==> config.mk <==
export PLATFORM = sky130hd
export DESIGN_NAME = timer_controller
export DESIGN_NICKNAME = d
export VERILOG_FILES = /design/src/rtl/timer_pkg.sv /design/src/rtl/button_edge.sv /design/src/rtl/timer_controller.sv
export SDC_FILE = /design/constraint.sdc
export NUM_CORES = 1
export LEC_CHECK = 0
export CAP_MARGIN = 20
export CORE_MARGIN = 5
export CORE_UTILIZATION = 30
export CTS_CLUSTER_DIAMETER = 40
export CTS_CLUSTER_SIZE = 30
export DETAILED_ROUTE_END_ITERATION = 12
export PLACE_DENSITY = 0.55
export SLEW_MARGIN = 10
export SYNTH_ARGS = -nofsm -noshare
export SYNTH_HDL_FRONTEND = slang
export SYNTH_SLANG_ARGS = --single-unit
==> constraint.sdc <==
create_clock -name clock -period 2.3 [get_ports clock]
set_input_delay 0.46 -clock clock [delete_from_list [all_inputs] [get_ports clock]]
set_output_delay 0.46 -clock clock [all_outputs]
set_load 0.05 [all_outputs]
==> src/rtl/timer_pkg.sv <==
// Shared state encodings, default timing parameters and the digit check
// used by the countdown timer controller.
package timer_pkg;

    localparam int unsigned TICK_DIV_DEFAULT    = 50_000_000;
    localparam int unsigned ALARM_TICKS_DEFAULT = 5;

    typedef enum logic [2:0] {
        ST_IDLE    = 3'd0,
        ST_LOAD    = 3'd1,
        ST_RUN     = 3'd2,
        ST_PAUSE   = 3'd3,
        ST_EXPIRED = 3'd4
    } timer_state_e;

    function automatic logic digits_valid(input logic [3:0] tens, input logic [3:0] ones);
        return (tens <= 4'd9) && (ones <= 4'd9);
    endfunction

endpackage

==> src/rtl/button_edge.sv <==
// Rising-edge detector for one button level.
// The detector only arms once the button has been seen released after reset.
module button_edge (
    input  logic clock,
    input  logic reset,
    input  logic button,
    output logic rise
);

    logic prev;
    logic armed;

    // A button already held when reset is released must not count as a press.
    always_ff @(posedge clock or negedge reset) begin
        if (!reset) begin
            prev  <= 1'b0;
            armed <= 1'b0;
        end else begin
            prev  <= button;
            armed <= armed | ~button;
        end
    end

    assign rise = button & ~prev & armed;

endmodule

==> src/rtl/timer_controller.sv <==
// Control FSM for a two-digit BCD countdown timer: button handling,
// one-second prescaler, load/decrement strobes and the expiry alarm.
module timer_controller
    import timer_pkg::*;
#(
    parameter int unsigned TICK_DIV    = TICK_DIV_DEFAULT,
    parameter int unsigned ALARM_TICKS = ALARM_TICKS_DEFAULT
) (
    input  logic       clock,
    input  logic       reset,
    input  logic       reconfigure,
    input  logic       start,
    input  logic       pause,
    input  logic [3:0] tens_time,
    input  logic [3:0] ones_time,
    input  logic       zero_reached,
    output logic       load_pulse,
    output logic       dec_pulse,
    output logic       alarm,
    output logic [2:0] state_out,
    output logic       config_error
);

    localparam int unsigned PW         = $clog2(TICK_DIV);
    localparam logic [PW-1:0] PRESC_LAST = PW'(TICK_DIV - 1);
    localparam logic [3:0]    ALARM_LAST = 4'(ALARM_TICKS - 1);

    timer_state_e  state;
    logic [PW-1:0] presc;
    logic [3:0]    alarm_cnt;

    logic rec_ev;
    logic pause_ev;
    logic start_ev;
    logic cfg_ok;
    logic pause_go;
    logic start_go;
    logic wrap;

    button_edge u_rec_edge (
        .clock  (clock),
        .reset  (reset),
        .button (reconfigure),
        .rise   (rec_ev)
    );

    button_edge u_pause_edge (
        .clock  (clock),
        .reset  (reset),
        .button (pause),
        .rise   (pause_ev)
    );

    button_edge u_start_edge (
        .clock  (clock),
        .reset  (reset),
        .button (start),
        .rise   (start_ev)
    );

    // Reconfigure outranks pause, which outranks start; a rejected
    // reconfigure still masks the lower-priority events of that cycle.
    assign cfg_ok   = digits_valid(tens_time, ones_time);
    assign pause_go = pause_ev & ~rec_ev;
    assign start_go = start_ev & ~rec_ev & ~pause_ev;
    assign wrap     = (presc == PRESC_LAST);

    assign state_out = state;

    always_ff @(posedge clock or negedge reset) begin
        if (!reset) begin
            state        <= ST_IDLE;
            presc        <= '0;
            alarm_cnt    <= '0;
            load_pulse   <= 1'b0;
            dec_pulse    <= 1'b0;
            alarm        <= 1'b0;
            config_error <= 1'b0;
        end else begin
            load_pulse <= 1'b0;
            dec_pulse  <= 1'b0;
            if (rec_ev && cfg_ok) begin
                state        <= ST_LOAD;
                load_pulse   <= 1'b1;
                config_error <= 1'b0;
                alarm        <= 1'b0;
                presc        <= '0;
                alarm_cnt    <= '0;
            end else begin
                if (rec_ev) begin
                    config_error <= 1'b1;
                end
                case (state)
                    ST_LOAD: begin
                        state <= ST_IDLE;
                    end
                    ST_IDLE: begin
                        if (start_go && !zero_reached) begin
                            state <= ST_RUN;
                            presc <= '0;
                        end
                    end
                    ST_RUN: begin
                        // Expiry wins over a coinciding wrap: no strobe for it.
                        if (zero_reached) begin
                            state     <= ST_EXPIRED;
                            presc     <= '0;
                            alarm_cnt <= '0;
                            alarm     <= 1'b1;
                        end else if (pause_go) begin
                            state <= ST_PAUSE;
                        end else if (wrap) begin
                            presc     <= '0;
                            dec_pulse <= 1'b1;
                        end else begin
                            presc <= presc + 1'b1;
                        end
                    end
                    ST_PAUSE: begin
                        if (start_go) begin
                            state <= ST_RUN;
                        end
                    end
                    ST_EXPIRED: begin
                        if (wrap) begin
                            presc <= '0;
                            if (alarm_cnt == ALARM_LAST) begin
                                state     <= ST_IDLE;
                                alarm     <= 1'b0;
                                alarm_cnt <= '0;
                            end else begin
                                alarm_cnt <= alarm_cnt + 4'd1;
                            end
                        end else begin
                            presc <= presc + 1'b1;
                        end
                    end
                    default: begin
                        state <= ST_IDLE;
                    end
                endcase
            end
        end
    end

endmodule

# Word level (Yosys, flattened, before mapping)
# Cells that the tools add are included.
[totals]
regBits = 43
latch_bits = 0
ram_bits = 0
romBits = 0
in_bits = 14
output_inout_bits = 7
word_cells = 93
mem_count = 0
[classes]
add_sub_neg = 2
multipliers = 0
div = 0
magnitude_cmp = 2
eq_ne = 12
n_shift = 0
muxes = 32
n_bitwise = 20
reduce_logical = 12
[ops]
columns = ["operator", "count"]
rows = [
  ["$mux W26", 5],
  ["$pmux W26 S3", 1],
  ["$add A26 B1 Y26 const B", 1],
  ["$eq A26 B26 Y1 const B", 1],
  ["$mux W3", 7],
  ["$mux W4", 4],
  ["$ne A3 B3 Y1 const B", 5],
  ["$mux W1", 12],
  ["$pmux W3 S4", 1],
  ["$and A1 B1 Y1", 9],
  ["$le A4 B4 Y1 const B", 2],
  ["$ne A4 B4 Y1 const B", 2],
  ["$not A1 Y1", 8],
  ["$pmux W4 S2", 1],
  ["$eq A3 B2 Y1 const B", 2],
  ["$reduce_and A3 Y1", 2],
  ["$reduce_and A5 Y1", 1],
  ["$add A4 B1 Y4 const B", 1],
  ["$eq A4 B3 Y1 const B", 1],
  ["$reduce_and A4 Y1", 1],
  ["$reduce_bool A4 Y1", 1],
  ["$eq A3 B3 Y1 const B", 1],
  ["$logic_and A1 B1 Y1", 3],
  ["$logic_not A3 Y1", 1],
  ["5 further kinds", 7],
]

# Longest topological paths before layout
# Gate-level depths: netlist of run 1.
[logic_depth]
ltp_word = 10
depth_mapped = 8
depth_no_buf = 6

# Modules after synthesis
# A second synthesis of run 1 with hierarchy kept.
[unflattened]
cells_unflattened = 276
hier_area_um2 = 2468.6
[modules_own_cells]
columns = ["mod", "n_inst", "cells_per_inst", "area_each_um2", "seq_area_each_um2"]
rows = [
  ["timer_controller", 1, 264, 2273.4, 925.9],
  ["button_edge", 3, 4, 65.1, 50.0],
]

# Least setup slack after synthesis of run 1
# Ideal clock, no wire load.
[synth_path]
path_type = "register -> register"
start = "reg state[1], in the netlist state_out[1]"
end = "reg presc[23]"
setup_time_ns = 0.069
t_arrival_ns = 2.316
t_required_ns = 2.231
path_slack_ns = -0.085
stages_incl_launch_ff = 6
path_buffers = 0
period_less_slack_ns = 2.385
path_cell_list = "dfrtp_1 or4b_4 a32oi_1 a21bo_2 or4_1 nand3_1"
[synth_via]
elab_chain_len = 3
word_cells_on_any_way = 9
classes_between = "eq/ne (4); mux (2); reduce/logical (3)"
[synth_lines]
columns = ["element", "line", "text"]
rows = [
  ["start: declaration", "timer_controller.sv:28", "timer_state_e state;"],
  ["start signal: assignment", "timer_controller.sv:72", "state <= ST_IDLE;"],
  ["start signal: assignment", "timer_controller.sv:83", "state <= ST_LOAD;"],
  ["start signal: assignment", "timer_controller.sv:95", "state <= ST_IDLE;"],
  ["$eq A3 B2 Y1, or another cell as far along", "timer_controller.sv:93", "case (state)"],
  ["$ne A4 B4 Y1 (no source line), or another cell as far along", "n/a", ""],
  ["$reduce_and A3 Y1 (no source line) / $mux W26 (equally long branches)", "n/a", ""],
  ["end signal: assignment", "timer_controller.sv:116", "presc <= presc + 1'b1;"],
  ["end signal: assignment", "timer_controller.sv:135", "presc <= presc + 1'b1;"],
  ["end: declaration", "timer_controller.sv:29", "logic [PW-1:0] presc;"],
]
# Parallel ways exist; a longest one is shown, timed or not.
# A chain may end at the register's enable or synchronous reset.

# Final worst setup path of run 1
[layout_path]
start = "reg state[0], in the netlist state_out[0]"
end = "reg presc[5]"
# The elaborated chain is that of the path after synthesis.

==> flow_summary.toml, run 1 <==
[routing]
firstDrtPassIters = 4
vias = 2237
vias_per_cell = 5.29
drcViolationCount = 0
routed_wirelength_um = 6270
detail-route-antenna-nets = 0
avgRoutedWirePerCell_um = 14.8
drtIter0Drc = 120

[final_layout]
drive_above_1_share_pct = 19.5
nNetsFinal = 334
insertedDiodeCount = 0
regArea_mm2 = 0.00108
nFillCells = 822
multi_input_area_mm2 = 0.00131
areaGrowthSynthToFinish_pct = 27.2
stdcell_area_mm2 = 0.00314

[logic_synthesis]
yosysMostFrequentCell = "dfrtp_1"
synth.area.top_cells = "dfrtp_1 (44%), nand3_1 (4.9%), nand2_1 (4.0%)"
synth-edff-count = 0
synth_top_area_share_pct = 43.6
synth_commonest_cells = "dfrtp_1 (43), nand2_1 (26), nand3_1 (24)"
syn-mean-instance-area_um2 = 9.14
seq_area_frac_synth_pct = 43.6
synthArstFlopShare_pct = 100
ys_seq_elements = 43
synth_fp_nets = 287
ys_warn_count = 0
synthDistinctLibCells = 54
synth_area_leader_cell = "dfrtp_1"
netlist_area_mm2 = 0.00247
ys.flop_type = "dfrtp_1"
netlist_instances = 270

[clock_tree]
root_buffer = "clkbuf_8"
postCtsHoldBufs = 0
cts_buffers = 5
clkSinkCount = 43
htree_num_levels = 2
cts_tree = "done"
clk_pin_slew_ns = 0.09
clkLatencyLatePin_ns = 0.31
clockBufferDepth = 2

[floorplan]
io_pins = 21
core_area_mm2 = 0.00813
die_w_um = 101
start_util_pct = 30.3
die_y_um = 101
row_count = 33
die_area_mm2 = 0.0101

[critical_path]
required_ns = 2.53
crit_arrival_ns = 2.38
start_kind = "flip-flop"
worstSetupEndpointType = "flip-flop"
critical_path_class = "reg -> reg"
critPathMaxFanout = 8

[global_routing]
track_usage_pct = 13.0
grt_pass1_vias = 2233
grt_overflow = 0
grt_max_degree = 25
antenna_found_initial = 0
grt_pass1_wl_um = 10700

[placement]
numPortBuffers = 18
dpl_cell_area_mm2 = 0.00296
gp_congestion = 0.835
pre_cts_slack_ns = -0.313
hpwl_um = 4450

[run_status]
status = "finished clean"

[sta]
timing.fmax_mhz = 463
finalHoldViolations = 0
slew_headroom_pct = 64.8
fin_setup_tns_ns = 0
rsz0062_at_grt = "no"
clock_skew_ns = 0.00996
period_needed_ns = 2.16
setup_violations = 0
min_period_over_period_pct = 93.9
final_max_slew_viol_count = 0
final.setup.worst_slack_ns = 0.141
tightest_slew_ns = 0.528

[job]
drv_cap = 0

[pwr]
power_density_mw_per_mm2 = 612
leakagePower_nw = 1.28
peakVddDrop_v = 0.000300

[min_path]
hold_path.class = "in -> async"
## cell usage in the layout, fill, tap and decap left out, types with 3 or more instances in the layout
master	netlist	final
o31a_1	3	3
nand3b_1	3	3
buf_4	0	33
clkdlybuf4s50_1	0	16
o21ai_0	16	15
nor4_1	7	6
dfrtp_1	43	40
inv_1	7	7
o21a_1	3	3
nand2_1	26	26
dfrtp_2	0	3
o21ai_1	3	4
a21o_1	3	3
nand2b_1	8	8
nand4_1	8	8
a22oi_1	5	5
nor2_1	9	9
nand3_1	24	24
or3_1	4	3
ha_1	3	3
a21oi_1	15	15
o31ai_1	5	4
or4_1	9	9
nor3_1	7	7
and3_1	7	7
mux2i_1	4	4
clkbuf_8	0	5
## sequential cells by signal (all words and copies together), names as in the netlist
signal	flops
u_start_edge.armed	1
alarm_cnt	4
state_out	3
alarm	1
u_pause_edge.armed	1
u_pause_edge.prev	1
u_rec_edge.prev	1
presc	26
config_error	1
load_pulse	1
u_start_edge.prev	1
dec_pulse	1
u_rec_edge.armed	1
## timing repair
item                                    4_1_cts  5_1_grt
resized for setup                             0        8
buffers inserted                              0        1
endpoints found under the setup margin        0       14
## stage by stage
stage               utilization (%)  instances  power (W)  hold WS (ns)
floorplan                         -        270    0.00109         0.164
global placement               36.3        412    0.00128         0.445
detailed placement             36.3        412    0.00128         0.451
CTS                            37.7        420    0.00190         0.146
global route                   38.6        423    0.00203         0.156
finish                         38.6        423    0.00192         0.124
## final timing paths
| path | start | end | cells after the start | slack, ns |
|---|---|---|---|---|
| worst max-delay path | state_out[0] | presc[5] | 5 | 0.14 |
| worst min-delay path | reset | presc[5] | 1 | 0.12 |
| worst max register to register | state_out[0] | presc[5] | 5 | 0.14 |
| worst min register to register | u_rec_edge.armed | u_rec_edge.armed | 1 | 0.48 |
| max in group asynchronous | reset | presc[8] | 2 | 1.62 |
| min in group clock | u_rec_edge.armed | u_rec_edge.armed | 1 | 0.48 |
## metal layers
metal | wire length (µm) | track usage (%)
met5 | 0 | 0
met4 | 74 | 4.46
met3 | 211 | 2.98
met2 | 2990 | 21.3
met1 | 2990 | 16.9
## logic make-up (layout without fill, tap and decap cells)
| kind of cell | Yosys count | count (layout) | share of synthesized area [%] |
|---|---|---|---|
| flops | 43 | 43 | 43.6 |
| mux | 4 | 4 | 1.62 |
| simple gates | 128 | 128 | 29.8 |
| fa+ha+maj | 3 | 3 | 1.52 |
| buf+inv | 22 | 70 | 4.77 |
| xor+xnor | 1 | 1 | 0.355 |
| compound gates | 69 | 69 | 18.4 |
## report_power, final
group | total, W | switching [W] | internal [W]
Combinational | 0.000498 | 0.000284 | 0.000214
Clock | 0.000606 | 0.000282 | 0.000324
Sequential | 0.000817 | 0.0000284 | 0.000788
## cell type report
type / count / share of cell area [%]
flip-flops and latches: 43 / 34.4
clock inverters: 3 / 1.39
inverters: 8 / 0.957
multi-input cells: 205 / 41.8
repair buffers: 54 / 15.1
clock buffers: 5 / 2.19
well taps: 105 / 4.18
## worst max-delay path: stages, from the launching register on
cell,delay [ns]
dfrtp_2,0.44
or4b_4,0.55
a32oi_2,0.21
a21bo_4,0.29
or4_1,0.50
o21ai_0,0.10
No activity file was read; power rests on OpenSTA's default activity.
==> run 2: changes to the inputs <==
Settings changed: CORE_MARGIN 5 to 3.
==> flow_summary.toml, run 2 (synthesis gave the netlist of run 1 again) <==
[placement]
numPortBuffers = 18
gp_congestion = 0.845
placed_cells = 411
hpwl_um = 4390

[job]
drv_cap = 0

[final_layout]
final_cells = 423
regArea_mm2 = 0.00108
top_register = "presc"
final_cell_mix = "dfrtp_1 (40), buf_4 (36), nand2_1 (26)"
multi_input_area_mm2 = 0.00136
insertedDiodeCount = 0
nFillCells = 813
largest_reg_flops = 26
nNetsFinal = 337
areaGrowthSynthToFinish_pct = 27.9
drive_above_1_share_pct = 21.5
layout_commonest_cell = "dfrtp_1"
post-route-util_pct = 40.2

[floorplan]
start_util_pct = 31.4
die_area_mm2 = 0.00935
row_count = 32
die_w_um = 96.7
die_y_um = 96.7
io_pins = 21
core_area_mm2 = 0.00785

[critical_path]
r2r_start = "presc[10]"
critical_path_class = "in -> reg"
slowest_delay_ns = 0.52
critPathMaxFanout = 6
startpoint = "zero_reached"
start_kind = "input port"
required_ns = 2.53
path_cells = "clkdlybuf4s50_1 > or4b_4 > a32oi_4 > a21bo_4 > or4_1 > o21ai_1"
crit_arrival_ns = 2.49
worstSetupEndpointType = "flip-flop"
cp_slowest_cell = "or4b_4"

[global_routing]
grt_pass1_vias = 2168
grt_max_degree = 44
grt_pass1_wl_um = 10800
track_usage_pct = 13.8
antenna_found_initial = 0
grt_overflow = 0

[clock_tree]
htree_num_levels = 2
clkLatencyLatePin_ns = 0.30
clkSinkCount = 43
cts_tree = "done"
clk_pin_slew_ns = 0.08
root_buffer = "clkbuf_8"
postCtsHoldBufs = 0
cts_buffers = 5
clockBufferDepth = 2

[sta]
final_max_slew_viol_count = 0
clock_skew_ns = 0.00695
rsz0062_at_grt = "no"
timing.fmax_mhz = 442
finalHoldViolations = 0
setup_violations = 0
tightest_slew_ns = 0.572
slew_headroom_pct = 61.8
period_needed_ns = 2.26
min_period_over_period_pct = 98.4

[pwr]
leakagePower_nw = 1.27
peakVddDrop_v = 0.000337
power_density_mw_per_mm2 = 572
power_w = 0.00180

[routing]
firstDrtPassIters = 5
routed_wirelength_um = 6220
vias = 2249
avgRoutedWirePerCell_um = 14.7
drtIter0Drc = 153
vias_per_cell = 5.32
drcViolationCount = 0
detail-route-antenna-nets = 0

[run_status]
status = "finished clean"

[min_path]
hold_path.class = "in -> async"
run 2: layout make-up:
type                            instances  share of cell area (%)
Clock inverter                          3                   0.476
Inverter                                8                   0.952
Clock buffer                            5                    2.18
Tap cell                              102                    4.04
Sequential cell                        43                    34.2
Timing Repair Buffer                   56                    14.9
Multi-Input combinational cell        206                    43.2
run 2: worst paths after layout:
check | slack, ns | cells after the start | endpoint
max | 0.04 | 6 | presc[5]
min | 0.24 | 2 | alarm_cnt[2]
max reg2reg | 0.08 | 7 | presc[19]
min reg2reg | 0.47 | 1 | u_rec_edge.armed
max in group asynchronous | 1.65 | 2 | state_out[0]
min in group clock | 0.47 | 1 | u_rec_edge.armed
run 2: what timing repair did:
| item | 4_1_cts | 5_1_grt |
|---|---|---|
| pin swaps | 0 | 1 |
| setup buffers | 0 | 2 |
| gates resized for setup | 6 | 9 |
| cloned | 1 | 1 |
| endpoints found under the setup margin | 5 | 11 |
run 2: power by group:
group | internal [W] | switching, W | leakage (nW)
clock | 0.000208 | 0.000271 | 0.0477
combinational | 0.000219 | 0.000287 | 0.660
sequential | 0.000788 | 0.0000304 | 0.566
total | 0.00122 | 0.000588 | 1.27
run 2: routing by layer:
metal | vias up | track usage (%) | routed length (µm)
met5 | - | 0 | 0
met1 | 1099 | 20.3 | 3220
met2 | 24 | 21.0 | 2800
li1 | 1122 | - | -
met3 | 4 | 2.38 | 160
met4 | 0 | 3.46 | 40
run 2: stage by stage:
| stage | worst slack, ns | hold WS (ns) | area [µm²] | TNS [ns] |
|---|---|---|---|---|
| 2_1_floorplan | 0.0412 | 0.164 | 2470 | 0 |
| 3_3_place_gp | -0.312 | 0.443 | 2970 | -4.94 |
| 3_5_place_dp | -0.322 | 0.457 | 2970 | -5.83 |
| 4_1_cts | 0.0286 | 0.260 | 3080 | 0 |
| 5_1_grt | 0.0000822 | 0.283 | 3160 | 0 |
| 6_report | 0.0357 | 0.240 | 3160 | 0 |
run 2: critical path: cells and delay by family:
| family | cells | cell delay [ns] |
|---|---|---|
| buffers and inverters | 1 | 0.43 |
| AO/OA/AOI/OAI | 3 | 0.58 |
| AND/OR/NAND/NOR | 2 | 1.02 |
